[src/rtl/distance_avg_bcd_pkg.sv]
// Purpose: shared constants, FSM encoding and the double-dabble step helper
//          for the distance averaging / BCD conversion block.
// Contents: data/BCD widths, converter iteration count, 3-bit FSM state codes,
//           dabble_t working register layout, dabble_step() function.
package distance_avg_bcd_pkg;

    localparam int unsigned DATA_W      = 16;
    localparam int unsigned BCD_DIGITS  = 4;
    localparam int unsigned BCD_W       = 4 * BCD_DIGITS;
    localparam int unsigned CONV_CYCLES = 16;
    localparam int unsigned CNT_W       = 5;
    localparam int unsigned STATE_W     = 3;

    localparam logic [STATE_W-1:0] ST_IDLE       = 3'd0;
    localparam logic [STATE_W-1:0] ST_ACCUM      = 3'd1;
    localparam logic [STATE_W-1:0] ST_CONV_START = 3'd2;
    localparam logic [STATE_W-1:0] ST_CONV_WAIT  = 3'd3;
    localparam logic [STATE_W-1:0] ST_OUTPUT     = 3'd4;

    // Double-dabble working register: BCD accumulator above the binary shifter.
    typedef struct packed {
        logic [BCD_W-1:0]  bcd;
        logic [DATA_W-1:0] bin;
    } dabble_t;

    // One iteration: add 3 to every digit >= 5, then shift the pair left by one.
    function automatic dabble_t dabble_step(input dabble_t cur);
        dabble_t adj;
        adj = cur;
        for (int d = 0; d < int'(BCD_DIGITS); d++) begin
            if (adj.bcd[4*d +: 4] >= 4'd5) begin
                adj.bcd[4*d +: 4] = adj.bcd[4*d +: 4] + 4'd3;
            end
        end
        return dabble_t'({adj.bcd[BCD_W-2:0], adj.bin, 1'b0});
    endfunction

endpackage

[src/rtl/distance_avg_bcd_bin2bcd_seq.sv]
// Purpose: sequential double-dabble binary-to-BCD converter, one shift/add-3
//          iteration per clock, 16 iterations total.
// Ports:
//   clk    in   system clock
//   reset  in   synchronous active-high reset
//   start  in   one-cycle request; bin is sampled in this cycle
//   bin    in   16-bit binary value
//   busy   out  conversion in progress
//   done   out  one-cycle pulse, high 16 cycles after the start cycle
//   bcd    out  4-digit BCD result, valid from done until the next start
module bin2bcd_seq
    import distance_avg_bcd_pkg::*;
(
    input  logic              clk,
    input  logic              reset,
    input  logic              start,
    input  logic [DATA_W-1:0] bin,
    output logic              busy,
    output logic              done,
    output logic [BCD_W-1:0]  bcd
);

    dabble_t          r_work;
    logic [CNT_W-1:0] r_cnt;
    logic             r_busy;
    logic             r_done;

    dabble_t w_first;
    dabble_t w_next;

    // The first iteration is folded into the start cycle so done lands 16 cycles later.
    assign w_first = dabble_step(dabble_t'({{BCD_W{1'b0}}, bin}));
    assign w_next  = dabble_step(r_work);

    // Iteration counter and working register.
    always_ff @(posedge clk) begin
        if (reset) begin
            r_work <= '0;
            r_cnt  <= '0;
            r_busy <= 1'b0;
            r_done <= 1'b0;
        end else begin
            r_done <= 1'b0;
            if (start) begin
                r_work <= w_first;
                r_cnt  <= CNT_W'(CONV_CYCLES - 1);
                r_busy <= 1'b1;
            end else if (r_busy) begin
                r_work <= w_next;
                r_cnt  <= r_cnt - CNT_W'(1);
                if (r_cnt == CNT_W'(1)) begin
                    r_busy <= 1'b0;
                    r_done <= 1'b1;
                end
            end
        end
    end

    assign busy = r_busy;
    assign done = r_done;
    assign bcd  = r_work.bcd;

endmodule

[src/rtl/distance_avg_bcd.sv]
// Purpose: takes finished HC-SR04 distance samples, range-checks them, keeps a
//          2^AVG_LOG2-deep moving average and presents it in binary and BCD.
// Ports:
//   clk           in   system clock
//   reset         in   synchronous active-high reset
//   distance      in   measured distance in cm, valid while echo_done is high
//   echo_done     in   measurement complete; rising edge = new sample
//   avg_distance  out  moving-average distance in cm
//   bcd           out  avg_distance as 4-digit BCD
//   out_valid     out  one-cycle pulse on update or rejected sample
//   out_of_range  out  last sample failed the range check
//   busy          out  FSM not idle
//   overrun       out  sticky: sample edge arrived while busy
module distance_avg_bcd
    import distance_avg_bcd_pkg::*;
#(
    parameter int unsigned AVG_LOG2 = 2,
    parameter int unsigned MIN_CM   = 2,
    parameter int unsigned MAX_CM   = 400
) (
    input  logic              clk,
    input  logic              reset,
    input  logic [DATA_W-1:0] distance,
    input  logic              echo_done,
    output logic [DATA_W-1:0] avg_distance,
    output logic [BCD_W-1:0]  bcd,
    output logic              out_valid,
    output logic              out_of_range,
    output logic              busy,
    output logic              overrun
);

    localparam int unsigned DEPTH = 1 << AVG_LOG2;
    localparam int unsigned SUM_W = DATA_W + AVG_LOG2;

    logic [STATE_W-1:0]  r_state;
    logic                r_echo_d;
    logic [DATA_W-1:0]   r_sample;
    logic [DATA_W-1:0]   r_buf [DEPTH];
    logic [SUM_W-1:0]    r_sum;
    logic [AVG_LOG2-1:0] r_wr_ptr;
    logic                r_primed;
    logic [DATA_W-1:0]   r_avg;
    logic [DATA_W-1:0]   r_avg_out;
    logic [BCD_W-1:0]    r_bcd_out;
    logic                r_out_valid;
    logic                r_oor;
    logic                r_busy;
    logic                r_overrun;

    logic [STATE_W-1:0]  w_state_next;
    logic [DATA_W-1:0]   w_sample_next;
    logic [DATA_W-1:0]   w_buf_next [DEPTH];
    logic [SUM_W-1:0]    w_sum_next;
    logic [AVG_LOG2-1:0] w_wr_ptr_next;
    logic                w_primed_next;
    logic [DATA_W-1:0]   w_avg_next;
    logic [DATA_W-1:0]   w_avg_out_next;
    logic [BCD_W-1:0]    w_bcd_out_next;
    logic                w_out_valid_next;
    logic                w_oor_next;
    logic                w_overrun_next;
    logic                w_busy_next;

    logic                w_event;
    logic                w_in_range;
    logic [DATA_W-1:0]   w_conv_bin;
    logic                w_conv_start_c;
    logic                w_conv_busy;
    logic                w_conv_done;
    logic [BCD_W-1:0]    w_conv_bcd;

    assign w_event    = echo_done & ~r_echo_d;
    assign w_in_range = (distance >= DATA_W'(MIN_CM)) && (distance <= DATA_W'(MAX_CM));

    // Floor average; fed straight from the sum so the converter starts with the fresh value.
    assign w_conv_bin     = DATA_W'(r_sum >> AVG_LOG2);
    assign w_conv_start_c = (r_state == ST_CONV_START);

    bin2bcd_seq u_bin2bcd (
        .clk   (clk),
        .reset (reset),
        .start (w_conv_start_c),
        .bin   (w_conv_bin),
        .busy  (w_conv_busy),
        .done  (w_conv_done),
        .bcd   (w_conv_bcd)
    );

    // Next-state and next-value logic for the FSM and datapath.
    always_comb begin
        w_state_next     = r_state;
        w_sample_next    = r_sample;
        w_buf_next       = r_buf;
        w_sum_next       = r_sum;
        w_wr_ptr_next    = r_wr_ptr;
        w_primed_next    = r_primed;
        w_avg_next       = r_avg;
        w_avg_out_next   = r_avg_out;
        w_bcd_out_next   = r_bcd_out;
        w_out_valid_next = 1'b0;
        w_oor_next       = r_oor;
        // Edges arriving outside IDLE are dropped and flagged.
        w_overrun_next   = r_overrun | (w_event & (r_state != ST_IDLE));

        case (r_state)
            ST_IDLE: begin
                if (w_event) begin
                    w_sample_next = distance;
                    if (w_in_range) begin
                        w_state_next = ST_ACCUM;
                    end else begin
                        w_oor_next       = 1'b1;
                        w_out_valid_next = 1'b1;
                    end
                end
            end
            ST_ACCUM: begin
                if (!r_primed) begin
                    // First sample fills the whole window so the average starts at that value.
                    for (int i = 0; i < int'(DEPTH); i++) begin
                        w_buf_next[i] = r_sample;
                    end
                    w_sum_next    = SUM_W'(r_sample) << AVG_LOG2;
                    w_primed_next = 1'b1;
                end else begin
                    w_sum_next             = r_sum - SUM_W'(r_buf[r_wr_ptr]) + SUM_W'(r_sample);
                    w_buf_next[r_wr_ptr]   = r_sample;
                    w_wr_ptr_next          = r_wr_ptr + AVG_LOG2'(1);
                end
                w_state_next = ST_CONV_START;
            end
            ST_CONV_START: begin
                w_avg_next   = w_conv_bin;
                w_state_next = ST_CONV_WAIT;
            end
            ST_CONV_WAIT: begin
                if (w_conv_done && !w_conv_busy) begin
                    w_state_next = ST_OUTPUT;
                end
            end
            ST_OUTPUT: begin
                w_avg_out_next   = r_avg;
                w_bcd_out_next   = w_conv_bcd;
                w_oor_next       = 1'b0;
                w_out_valid_next = 1'b1;
                w_state_next     = ST_IDLE;
            end
            default: begin
                w_state_next = ST_IDLE;
            end
        endcase
    end

    assign w_busy_next = (w_state_next != ST_IDLE);

    // State and datapath registers.
    always_ff @(posedge clk) begin
        if (reset) begin
            r_state     <= ST_IDLE;
            r_echo_d    <= 1'b0;
            r_sample    <= '0;
            for (int i = 0; i < int'(DEPTH); i++) begin
                r_buf[i] <= '0;
            end
            r_sum       <= '0;
            r_wr_ptr    <= '0;
            r_primed    <= 1'b0;
            r_avg       <= '0;
            r_avg_out   <= '0;
            r_bcd_out   <= '0;
            r_out_valid <= 1'b0;
            r_oor       <= 1'b0;
            r_busy      <= 1'b0;
            r_overrun   <= 1'b0;
        end else begin
            r_state     <= w_state_next;
            r_echo_d    <= echo_done;
            r_sample    <= w_sample_next;
            r_buf       <= w_buf_next;
            r_sum       <= w_sum_next;
            r_wr_ptr    <= w_wr_ptr_next;
            r_primed    <= w_primed_next;
            r_avg       <= w_avg_next;
            r_avg_out   <= w_avg_out_next;
            r_bcd_out   <= w_bcd_out_next;
            r_out_valid <= w_out_valid_next;
            r_oor       <= w_oor_next;
            r_busy      <= w_busy_next;
            r_overrun   <= w_overrun_next;
        end
    end

    assign avg_distance = r_avg_out;
    assign bcd          = r_bcd_out;
    assign out_valid    = r_out_valid;
    assign out_of_range = r_oor;
    assign busy         = r_busy;
    assign overrun      = r_overrun;

endmodule

[config.mk]
export PLATFORM = sky130hd
export DESIGN_NAME = distance_avg_bcd
export DESIGN_NICKNAME = d
export VERILOG_FILES = /design/src/rtl/distance_avg_bcd_pkg.sv /design/src/rtl/distance_avg_bcd_bin2bcd_seq.sv /design/src/rtl/distance_avg_bcd.sv
export SDC_FILE = /design/constraint.sdc
export NUM_CORES = 1
export LEC_CHECK = 0
export ABC_AREA = 1
export ABC_CLOCK_PERIOD_IN_PS = 3570
export BUFFER_PORTS_ARGS = -buffer_cell sky130_fd_sc_hd__buf_2
export CORE_ASPECT_RATIO = 1.2
export CORE_MARGIN = 2
export CORE_UTILIZATION = 55
export CTS_CLUSTER_SIZE = 40
export DETAILED_ROUTE_END_ITERATION = 8
export PLACE_DENSITY = 0.73
export SLEW_MARGIN = 20
export SYNTH_ARGS = -nofsm -noshare
export SYNTH_HDL_FRONTEND = slang
export SYNTH_HIERARCHICAL = 1
export SYNTH_SLANG_ARGS = --single-unit
[constraint.sdc]
create_clock -name clk -period 3.57 [get_ports clk]
set_input_delay 0.5355 -clock clk [delete_from_list [all_inputs] [get_ports clk]]
set_output_delay 0.5355 -clock clk [all_outputs]
set_load 0.05 [all_outputs]
### Word level (Yosys, flattened, before mapping)

Index checks and enable logic that the tools add are counted.

* flip-flop bits (word level): 195
* input bits: 19
* output and inout bits: 36
* word-level logic and storage cells: 97

* add/subtract/negate cells: 8
* $lt $le $gt $ge: 8
* equal/unequal tests: 7
* mux-type cells: 30
* bitwise logic cells: 6
* reductions and logical operators: 14

Operators by type and width (number)
* 64-bit bitwise mux: 1
* 64-bit two-way mux: 1
* 16-bit two-way mux: 3
* 17-bit two-way mux: 2
* 16-bit binary-select mux with 2-bit select: 1
* 16-bit demux with 2-bit select: 1
* 4-bit two-way mux: 5
* 18-bit by 16-bit adder with 18-bit output: 1
* 18-bit two-way mux: 1
* 18-bit by 16-bit subtractor with 18-bit output: 1
* 16-bit by 2-bit greater-or-equal comparator with 1-bit output, second input constant: 1
* 4-bit by 3-bit greater-or-equal comparator with 1-bit output, second input constant: 4
* 16-bit by 9-bit less-or-equal comparator with 1-bit output, second input constant: 1
* 4-bit by 2-bit adder with 4-bit output, second input constant: 3
* 3-bit two-way mux: 4
* 3-bit case mux with 4 select lines: 1
* 1-bit two-way mux: 8
* 3-bit by 2-bit == test with 1-bit output, second input constant: 2
* 3-bit nonzero test: 2
* 5-bit by 1-bit == test with 1-bit output, second input constant: 1
* 5-bit by 1-bit subtractor with 5-bit output, second input constant: 1
* 2-bit inequality test, second input constant: 2
* 1-bit case mux with 2 select lines: 2
* 2-bit AND reduction: 2
* other kinds (17): 22

### Depth between registers and ports, before layout

Gate-level depths: netlist (run 1).

* word-level depth: 7
* gate-level depth with buffers: 19
* mapped depth without buffers: 18

### By module

Netlist (run 1), hierarchy kept.

By module, submodules not included
* distance_avg_bcd: times used 1, cells an instance 993, area an instance 7764.9 µm², seq. area each 3143.0 µm²
* bin2bcd_seq: times used 1, cells an instance 278, area an instance 2040.7 µm², seq. area each 760.7 µm²

### Worst setup path after synthesis (run 1)

No wires, ideal clock.

* path kind: register to register
* start point: register r_wr_ptr[0]
* end point: register r_sum[6]
* library setup time: 0.132 ns
* data arrival time: 2.554 ns
* required time: 3.438 ns
* path slack: 0.884 ns
* stages on the path, launching flop included: 15
* buffers on the path: 1
* period minus slack after synthesis: 2.686 ns
* cell sequence: dfxtp_1 > inv_1 > clkbuf_1 > nor2_1 > o22ai_1 > fa_1 > inv_1 > fa_1 > nand3_1 > nand2_1 > nand3_1 > nand2_1 > xor2_1 > o21ai_0 > a21oi_1

* word-level cells in the longest chain between the ends: 7

RTL lines
* start: declaration: RTL line distance_avg_bcd.sv:41 `logic [AVG_LOG2-1:0] r_wr_ptr;`
* start signal: assignment: RTL line distance_avg_bcd.sv:182 `r_wr_ptr <= w_wr_ptr_next;`
* 2-bit NOT with 3-bit output (implied by the code): RTL line distance_avg_bcd.sv:127 `w_sum_next = r_sum - SUM_W'(r_buf[r_wr_ptr]) + SUM_W'(r_sample);`
* 16-bit binary-select mux with 2-bit select: RTL line distance_avg_bcd.sv:127
* 16-bit two-way mux (implied by the code) (2 in series): RTL line distance_avg_bcd.sv:127
* 18-bit by 16-bit subtractor with 18-bit output: RTL line distance_avg_bcd.sv:127
* 18-bit by 16-bit adder with 18-bit output: RTL line distance_avg_bcd.sv:127
* 18-bit two-way mux: RTL line distance_avg_bcd.sv:119 `if (!r_primed) begin`
* end signal: assignment: RTL line distance_avg_bcd.sv:181 `r_sum <= w_sum_next;`
* end: declaration: RTL line distance_avg_bcd.sv:40 `logic [SUM_W-1:0] r_sum;`

No other way between the ends. The select of a mux whose other input is x is not followed.
A chain may end at the register's enable or synchronous reset.

### Worst setup path after layout (run 1)

* start point: register r_wr_ptr[1]
* end point: register r_sum[13]

The elaborated chain is that of the path after synthesis.

==> results of run 1 <==
-- cell families after synthesis --
logic type,count (synthesis),share of synthesized area
simple gates,440,0.185
compound gates,344,0.225
buf+inv,236,0.111
flops,195,0.398
fa+ha+maj,48,0.0735
xor+xnor,8,0.00715
-- layout make-up --
cell class / instances / share of cell area
Tap cell: 220 / 0.0261
Clock inverter: 13 / 0.0114
Multi-Input combinational cell: 840 / 0.456
Inverter: 153 / 0.0544
Clock buffer: 19 / 0.0429
Timing Repair Buffer: 73 / 0.0393
Sequential cell: 195 / 0.370
-- worst max-delay path by stage --
stage	from	endpoint	slack (ns)
after floorplan	r_wr_ptr[0]	r_sum[6]	0.88
after global placement	r_wr_ptr[1]	r_sum[13]	0.52
after detailed placement	r_wr_ptr[1]	r_sum[13]	0.47
after CTS	r_wr_ptr[1]	r_sum[13]	0.46
after global routing	r_wr_ptr[1]	r_sum[13]	0.20
final	r_wr_ptr[1]	r_sum[13]	0.45
-- through the flow --
step	power (W)	utilization
6_report	0.00465	0.603
5_1_grt	0.00484	0.603
4_1_cts	0.00468	0.603
3_5_place_dp	0.00284	0.571
3_3_place_gp	0.00284	0.571
2_1_floorplan	0.00270	-
-- power by group through the flow --
stage               logic [W]  clock network [W]  registers (W)
CTS                  0.000589            0.00188        0.00221
floorplan            0.000433                  0        0.00226
detailed placement   0.000586                  0        0.00226
finish               0.000597            0.00185        0.00221
global route         0.000670            0.00196        0.00221
global placement     0.000586                  0        0.00226
-- flip-flops by register name, indices dropped and copies added (netlist names) --
signal / flops
r_echo_d: 1
overrun: 1
out_valid: 1
u_bin2bcd/done: 1
r_wr_ptr: 2
r_sum: 18
u_bin2bcd/r_cnt: 5
avg_distance: 16
bcd: 16
r_sample: 16
r_buf: 64
u_bin2bcd/r_work: 15
r_state: 3
r_avg: 16
busy: 1
u_bin2bcd/bcd: 16
out_of_range: 1
r_primed: 1
u_bin2bcd/busy: 1
-- worst register-to-register path: cells and delay by family, from the launching register on --
family	cells	cell delay (ns)
AOI/OAI and AO/OA	3	0.52
and+or+nand+nor	11	0.91
buffers and inverters	2	0.47
adders and majority gates	2	0.77
DFF	1	0.31
-- placed cells by master, fill, tap and decap left out, types with 11 or more instances in the layout --
cell | synthesis | final
nor2_1 | 200 | 200
dfxtp_1 | 195 | 195
nand2_1 | 147 | 147
inv_1 | 138 | 138
o21ai_0 | 126 | 126
a21oi_1 | 103 | 103
buf_2 | 21 | 53
nand3_1 | 52 | 52
a211oi_2 | 45 | 45
ha_1 | 32 | 32
nor3_1 | 21 | 21
buf_4 | 26 | 20
a211oi_1 | 17 | 17
clkbuf_16 | 0 | 17
o22ai_1 | 16 | 16
fa_1 | 16 | 16
inv_2 | 14 | 14
o21ai_1 | 11 | 11
o221ai_1 | 11 | 11
-- per-layer routing --
metal  up-vias  global-route usage  part of all wire
li1       4203                   -                 -
met4         0               0.126             0.041
met2       214               0.427              0.48
met5         -                   0                 0
met3        51              0.0444             0.045
met1      3874               0.309              0.44
==> run summary, run 1 <==
========================================================================================
Post-layout minimum cycle time                                                   3.12 ns
Worst min-delay path class                                                        in2reg
Clock Sink Count                                                                     195
Global-route wire length before repair                                          38300 µm
Switching power total                                                          0.00131 W
Top post-synthesis cells by area                                            dfxtp_1 (40%), nor2_1 (7.7%), o21ai_0 (6.4%)
Core outline area                                                              17500 µm²
Ratio of routed vias to standard cells                                              5.51
Main synth FF type                                                               dfxtp_1
Share of synthesized area occupied by flip-flops and latches                       0.398
Via count                                                                           8342
Worst Clk Skew                                                                 0.0109 ns
Footprint of the flip-flops and latches                                         3900 µm²
CP dominant cell by count                                                        nand2_1
Global-route usage over all layers                                                 0.252
TritonCTS clock tree                                                               built
Post-synth top area share                                                          0.398
Number of violations of the max-capacitance limit                                      0
Post-Place Setup Slack                                                          0.469 ns
Net count of the mapped netlist                                                     1338
Power Internal                                                                 0.00334 W
Via count of the first global-routing pass                                          7758
Per-instance average area after synthesis                                       7.71 µm²
Multi-input logic area                                                          4820 µm²
Clock-pin slew of the registers on the worst-case setup and hold paths           0.07 ns
Count of cell instances traversed by the critical path                                18
Relative contribution of sequential cells to total power                           0.474
Min setup slack post-route                                                      0.451 ns
Required time of the critical path                                               3.87 ns
H-Tree Level Count                                                                     4
Clock buffers created by TritonCTS                                                    17
Mapped Cells                                                                        1271
Post-route DRC                                                                         0
Number of filler cells placed in the layout                                         1594
Post-Route Setup TNS                                                                0 ns
Number of search-and-repair iterations in the first detailed-routing pass              5
Worst setup SP type                                                            flip-flop
Final setup fails                                                                      0
Startpoint of the most critical hold path                                      echo_done
Final RePlAce weighted congestion                                                  0.987
Clock Path Buffers                                                                     2
Family with the most delay on the worst path                                simple AND/OR/NAND/NOR gates
Maximum number of pins on one net before global-route repair                          49
Hold path cells                                                                        3
Yosys warning total                                                                    6
Sw Ratio                                                                           0.282
Critical Path Max Stage Delay                                                    0.47 ns
Number of antenna violations at the first check in global routing                      0
Vertical die dimension                                                            150 µm
Nets                                                                                1347
Library cell with the largest summed area after synthesis                        dfxtp_1
Distinct cell type count after synthesis                                              41
Static Leak                                                                      4.48 nW
Quantity of hold-fixing buffers added after cts                                        0
Pwr/cell area                                                                 440 nW/µm²
Total of flip-flops plus latches after synthesis                                     195
Die Width                                                                         126 µm
Number of cells traversed by the worst register-to-register path                      18
Remaining antenna violation count after routing                                        0
Cell chosen for the clock root                                                 clkbuf_16
Placement row count                                                                   53
Share of synthesized registers carrying an async set or reset                          0
Total wire length                                                               23300 µm
Data arrival time of the worst path                                              3.42 ns
I/O pin total                                                                         55
Transition time at the pin with the least slew margin                           0.963 ns
Number of failing hold endpoints at the final stage                                    0
Signed area change from the synthesized netlist to the final layout                7.72%
Post-route clock period utilization                                                0.874
Outcome                                                                     finished clean
Number of buffers added on ports                                                      54
Placed wire-length estimate after detailed placement                            16400 µm
Crit path buf inv count                                                                2
Worst ir drop on vdd                                                              339 µV
Relative contribution of combinational cells to total power                        0.128
Number of synthesized flops with an enable pin                                         0
Number of instances resized during post-cts repair                                     0
Clock power share                                                                  0.397
Average wire per cell in the routed design                                       15.4 µm
Final standard cell count with taps included and fillers excluded                   1513
Worst reg2reg endpoint                                                         r_sum[13]
Worst rel slew slack                                                               0.357
Critical path capture point type                                               flip-flop
Slowest library cell on the worst path                                              fa_1
Share of post-route cells with drive strength above 1                              0.142
Cell chain of the critical path                                             inv_1 -> o21ai_0 -> o22ai_1 -> fa_1 -> inv_1 -> ha_1 -> nand2_1 -> nand2_1 -> nand2_1 -> nand2_1 -> nand2_1 -> nand3_2 -> nand2_2 -> nand2_1 -> nand2_1 -> nand3_1 -> nand2_1 -> a21oi_2
Area of the die                                                                18900 µm²
Instance count after placement with tap cells included                              1481
Cell with the most instances after synthesis                                      nor2_1
Syn Std Cell Area                                                               9810 µm²
Terminating pin of the worst hold path                                          r_echo_d
Critical Path Fanout Max                                                              19
Final hold slack                                                                0.324 ns
Launching point of the worst reg2reg path                                    r_wr_ptr[1]
Total inserted antenna cells                                                           0
Post-CTS setup repair buffer count                                                     0
Max Transition Viols Final                                                             0
Remaining Overflow, GRT                                                                0
Type of the setup path with the least slack                                      reg2reg
Minimum setup slack among reg-to-reg paths                                       0.45 ns
Achievable frequency                                                             321 MHz
Ranking of synthesized cells by instance count                              nor2_1 (200), dfxtp_1 (195), nand2_1 (147), inv_1 (138), o21ai_0 (126)
Cell area reported after detailed placement                                     9990 µm²
RSZ-0062 raised after global routing                                               false
Starting utilization of the core area                                              0.560
Clock insertion delay at the later pin of the skew report                        0.44 ns
Finished layout cell area                                                      10600 µm²
Violation count after the first detailed-routing iteration                           626
========================================================================================
(Power assumes the default switching activity.)
==> run 2, diff against run 1 <==
Settings changed: GPL_TIMING_DRIVEN set to 0.
==> run 2 against run 1 <==
  * Sequential cell count unchanged
  * Final area up 3.6%
  * Clock power up 3%
  * Critical path depth down 1
  * Largest cell class unchanged
==> run summary, run 2 (synthesis gave the netlist of run 1 again) <==
========================================================================================
Outcome                                                                     finished clean
Clock buffers created by TritonCTS                                                    17   unchanged
Core outline area                                                              17500 µm²   unchanged
Max Transition Viols Final                                                             0   unchanged
Number of cells traversed by the worst register-to-register path                      17   -1
Number of violations of the max-capacitance limit                                      0   unchanged
Number of filler cells placed in the layout                                         1579   -0.94%
Count of cell instances traversed by the critical path                                17   -1
Signed area change from the synthesized netlist to the final layout                11.5%
Final hold slack                                                                0.325 ns   +0.000466 ns
Regs by FF count                                                            r_buf: 64 flops, r_sum: 18 flops
Share of post-route cells with drive strength above 1                              0.166   +0.0235
Via count of the first global-routing pass                                          8167   +5.3%
Final RePlAce weighted congestion                                                  0.972   -1.5%
I/O pin total                                                                         55   unchanged
Critical Path Max Stage Delay                                                    0.46 ns   about the same
Required time of the critical path                                               3.91 ns   +0.04 ns
Number of buffers added on ports                                                      54   unchanged
Number of search-and-repair iterations in the first detailed-routing pass              5   unchanged
TritonCTS clock tree                                                               built
RSZ-0062 raised after global routing                                               false
Launching point of the worst reg2reg path                                    r_wr_ptr[1]
Worst Clk Skew                                                                 0.0135 ns   +0.00264 ns
Type of the setup path with the least slack                                      reg2reg
Worst setup path startpoint                                                  r_wr_ptr[1]
Number of failing hold endpoints at the final stage                                    0   unchanged
Violation count after the first detailed-routing iteration                           603   -3.7%
Post-route clock period utilization                                                0.951   +0.0777
Post-Route Setup TNS                                                                0 ns   unchanged
Total inserted antenna cells                                                           0   unchanged
Placement row count                                                                   53   unchanged
Cell chosen for the clock root                                                 clkbuf_16
Commonest cells after routing, fill and taps aside                          nor2_1 (200), dfxtp_1 (194), nand2_1 (147)
Worst setup SP type                                                            flip-flop
Data arrival time of the worst path                                              3.74 ns   +0.32 ns
Post-route DRC                                                                         0   unchanged
Clock-pin slew of the registers on the worst-case setup and hold paths           0.08 ns   about the same
Clock insertion delay at the later pin of the skew report                        0.44 ns   about the same
Cell chain of the critical path                                             inv_1 -> clkbuf_1 -> o21ai_0 -> o22ai_1 -> fa_1 -> inv_1 -> ha_1 -> nand2_1 -> inv_1 -> a21oi_2 -> nor2_1 -> nor2_1 -> nand2_1 -> nand2_1 -> nand3_1 -> nand2_1 -> a21oi_1
Critical Path Fanout Max                                                              11   -8
Capturing element of the worst setup path                                      r_sum[14]
Average wire per cell in the routed design                                       16.7 µm   +8.2%
Transition time at the pin with the least slew margin                           0.736 ns   -0.227 ns
Worst reg2reg endpoint                                                         r_sum[14]
Pwr/cell area                                                                 430 nW/µm²   -2.4%
Remaining Overflow, GRT                                                                0   unchanged
Worst min-delay path class                                                        in2reg
Number of antenna violations at the first check in global routing                      0   unchanged
Achievable frequency                                                             294 MHz   -8.2%
H-Tree Level Count                                                                     4   unchanged
CP dominant cell by count                                                        nand2_1
Placed wire-length estimate after detailed placement                            20000 µm   +21%
Critical path capture point type                                               flip-flop
Quantity of hold-fixing buffers added after cts                                        0   unchanged
Clock Path Buffers                                                                     2   unchanged
Family with the most delay on the worst path                                compound AO/OA/AOI/OAI gates
Global-route usage over all layers                                                 0.281   +0.0289
Final core area utilization                                                        0.625   +0.0214
Total wire length                                                               26300 µm   +13%
Worst rel slew slack                                                               0.509   +0.152
Static Leak                                                                      4.73 nW   +5.5%
Via count                                                                           8809   +5.6%
Starting utilization of the core area                                              0.560   unchanged
Final setup fails                                                                      0   unchanged
Finished layout cell area                                                      10900 µm²   +3.6%
Clock Sink Count                                                                     195   unchanged
Maximum number of pins on one net before global-route repair                          21   -57%
Worst ir drop on vdd                                                              343 µV   +1.2%
Ratio of routed vias to standard cells                                              5.59   +1.3%
Commonest non-fill, non-tap cell in the layout                                    nor2_1
Post-layout minimum cycle time                                                   3.40 ns   +0.277 ns
Nets                                                                                1411   +4.8%
Slowest library cell on the worst path                                              fa_1
Remaining antenna violation count after routing                                        0   unchanged
Crit path buf inv count                                                                4   +2
Die Width                                                                         126 µm   unchanged
Minimum setup slack among reg-to-reg paths                                       0.17 ns   -0.28 ns
Top reg by flops                                                                   r_buf
Cell area reported after detailed placement                                    10400 µm²   +3.6%
Vertical die dimension                                                            150 µm   unchanged
Startpoint of the most critical hold path                                      echo_done
Global-route wire length before repair                                          41900 µm   +9.3%
Area of the die                                                                18900 µm²   unchanged
Flip-flop count of the largest register after layout                                  64   unchanged
========================================================================================
run 2: what timing repair did:
item | in CTS | in global routing
setup endpoints to repair | 0 | 6
buffers inserted | 0 | 0
gates resized for setup | 0 | 3
run 2: cell type report:
type,count,area [µm²],share of cell area
Multi-Input combinational cell,840,4820,0.440
Clock inverter,15,159,0.0145
Inverter,153,574,0.0525
Timing Repair Buffer,54,270,0.0247
Clock buffer,17,425,0.0389
Buffer,83,513,0.0469
Sequential cell,195,3910,0.357
Tap cell,220,275,0.0252
run 2: worst min path at each step:
stage | to | slack, ns | depth (start not counted)
after global placement | avg_distance[10] | 0.43 | 2
after floorplan | avg_distance[10] | 0.42 | 2
after CTS | r_echo_d | 0.32 | 3
final | r_echo_d | 0.32 | 3
after detailed placement | avg_distance[10] | 0.44 | 2
after global routing | r_echo_d | 0.35 | 3
run 2: metal layers:
layer | track usage | part of all wire
met1 | 0.338 | 0.42
met2 | 0.486 | 0.49
met3 | 0.0402 | 0.047
met4 | 0.151 | 0.048
met5 | 0 | 0
run 2: worst reg2reg max path, cell delays in order, from the launching register on:
cell      delay (ns)
dfxtp_1         0.42
inv_1           0.23
clkbuf_1        0.36
o21ai_0         0.26
o22ai_1         0.25
fa_1            0.46
inv_1           0.07
ha_1            0.26
nand2_1         0.15
inv_1           0.07
a21oi_2         0.19
nor2_1          0.07
nor2_1          0.12
nand2_1         0.07
nand2_1         0.06
nand3_1         0.11
nand2_1         0.10
a21oi_1         0.06
run 2: through the flow:
stage          power [W]  cells  setup slack (ns)
2_1_floorplan    0.00270   1271             0.884
3_3_place_gp     0.00283   1545             0.207
3_5_place_dp     0.00284   1545             0.160
4_1_cts          0.00471   1577             0.130
5_1_grt          0.00487   1577            0.0518
6_report         0.00470   1577             0.174
run 2: report_power, final:
group	leakage (nW)	internal (W)	switching [W]
Clock	0.285	0.000941	0.000962
Combinational	2.87	0.000187	0.000405
Sequential	1.58	0.00220	0.0000120
Total	4.73	0.00333	0.00138
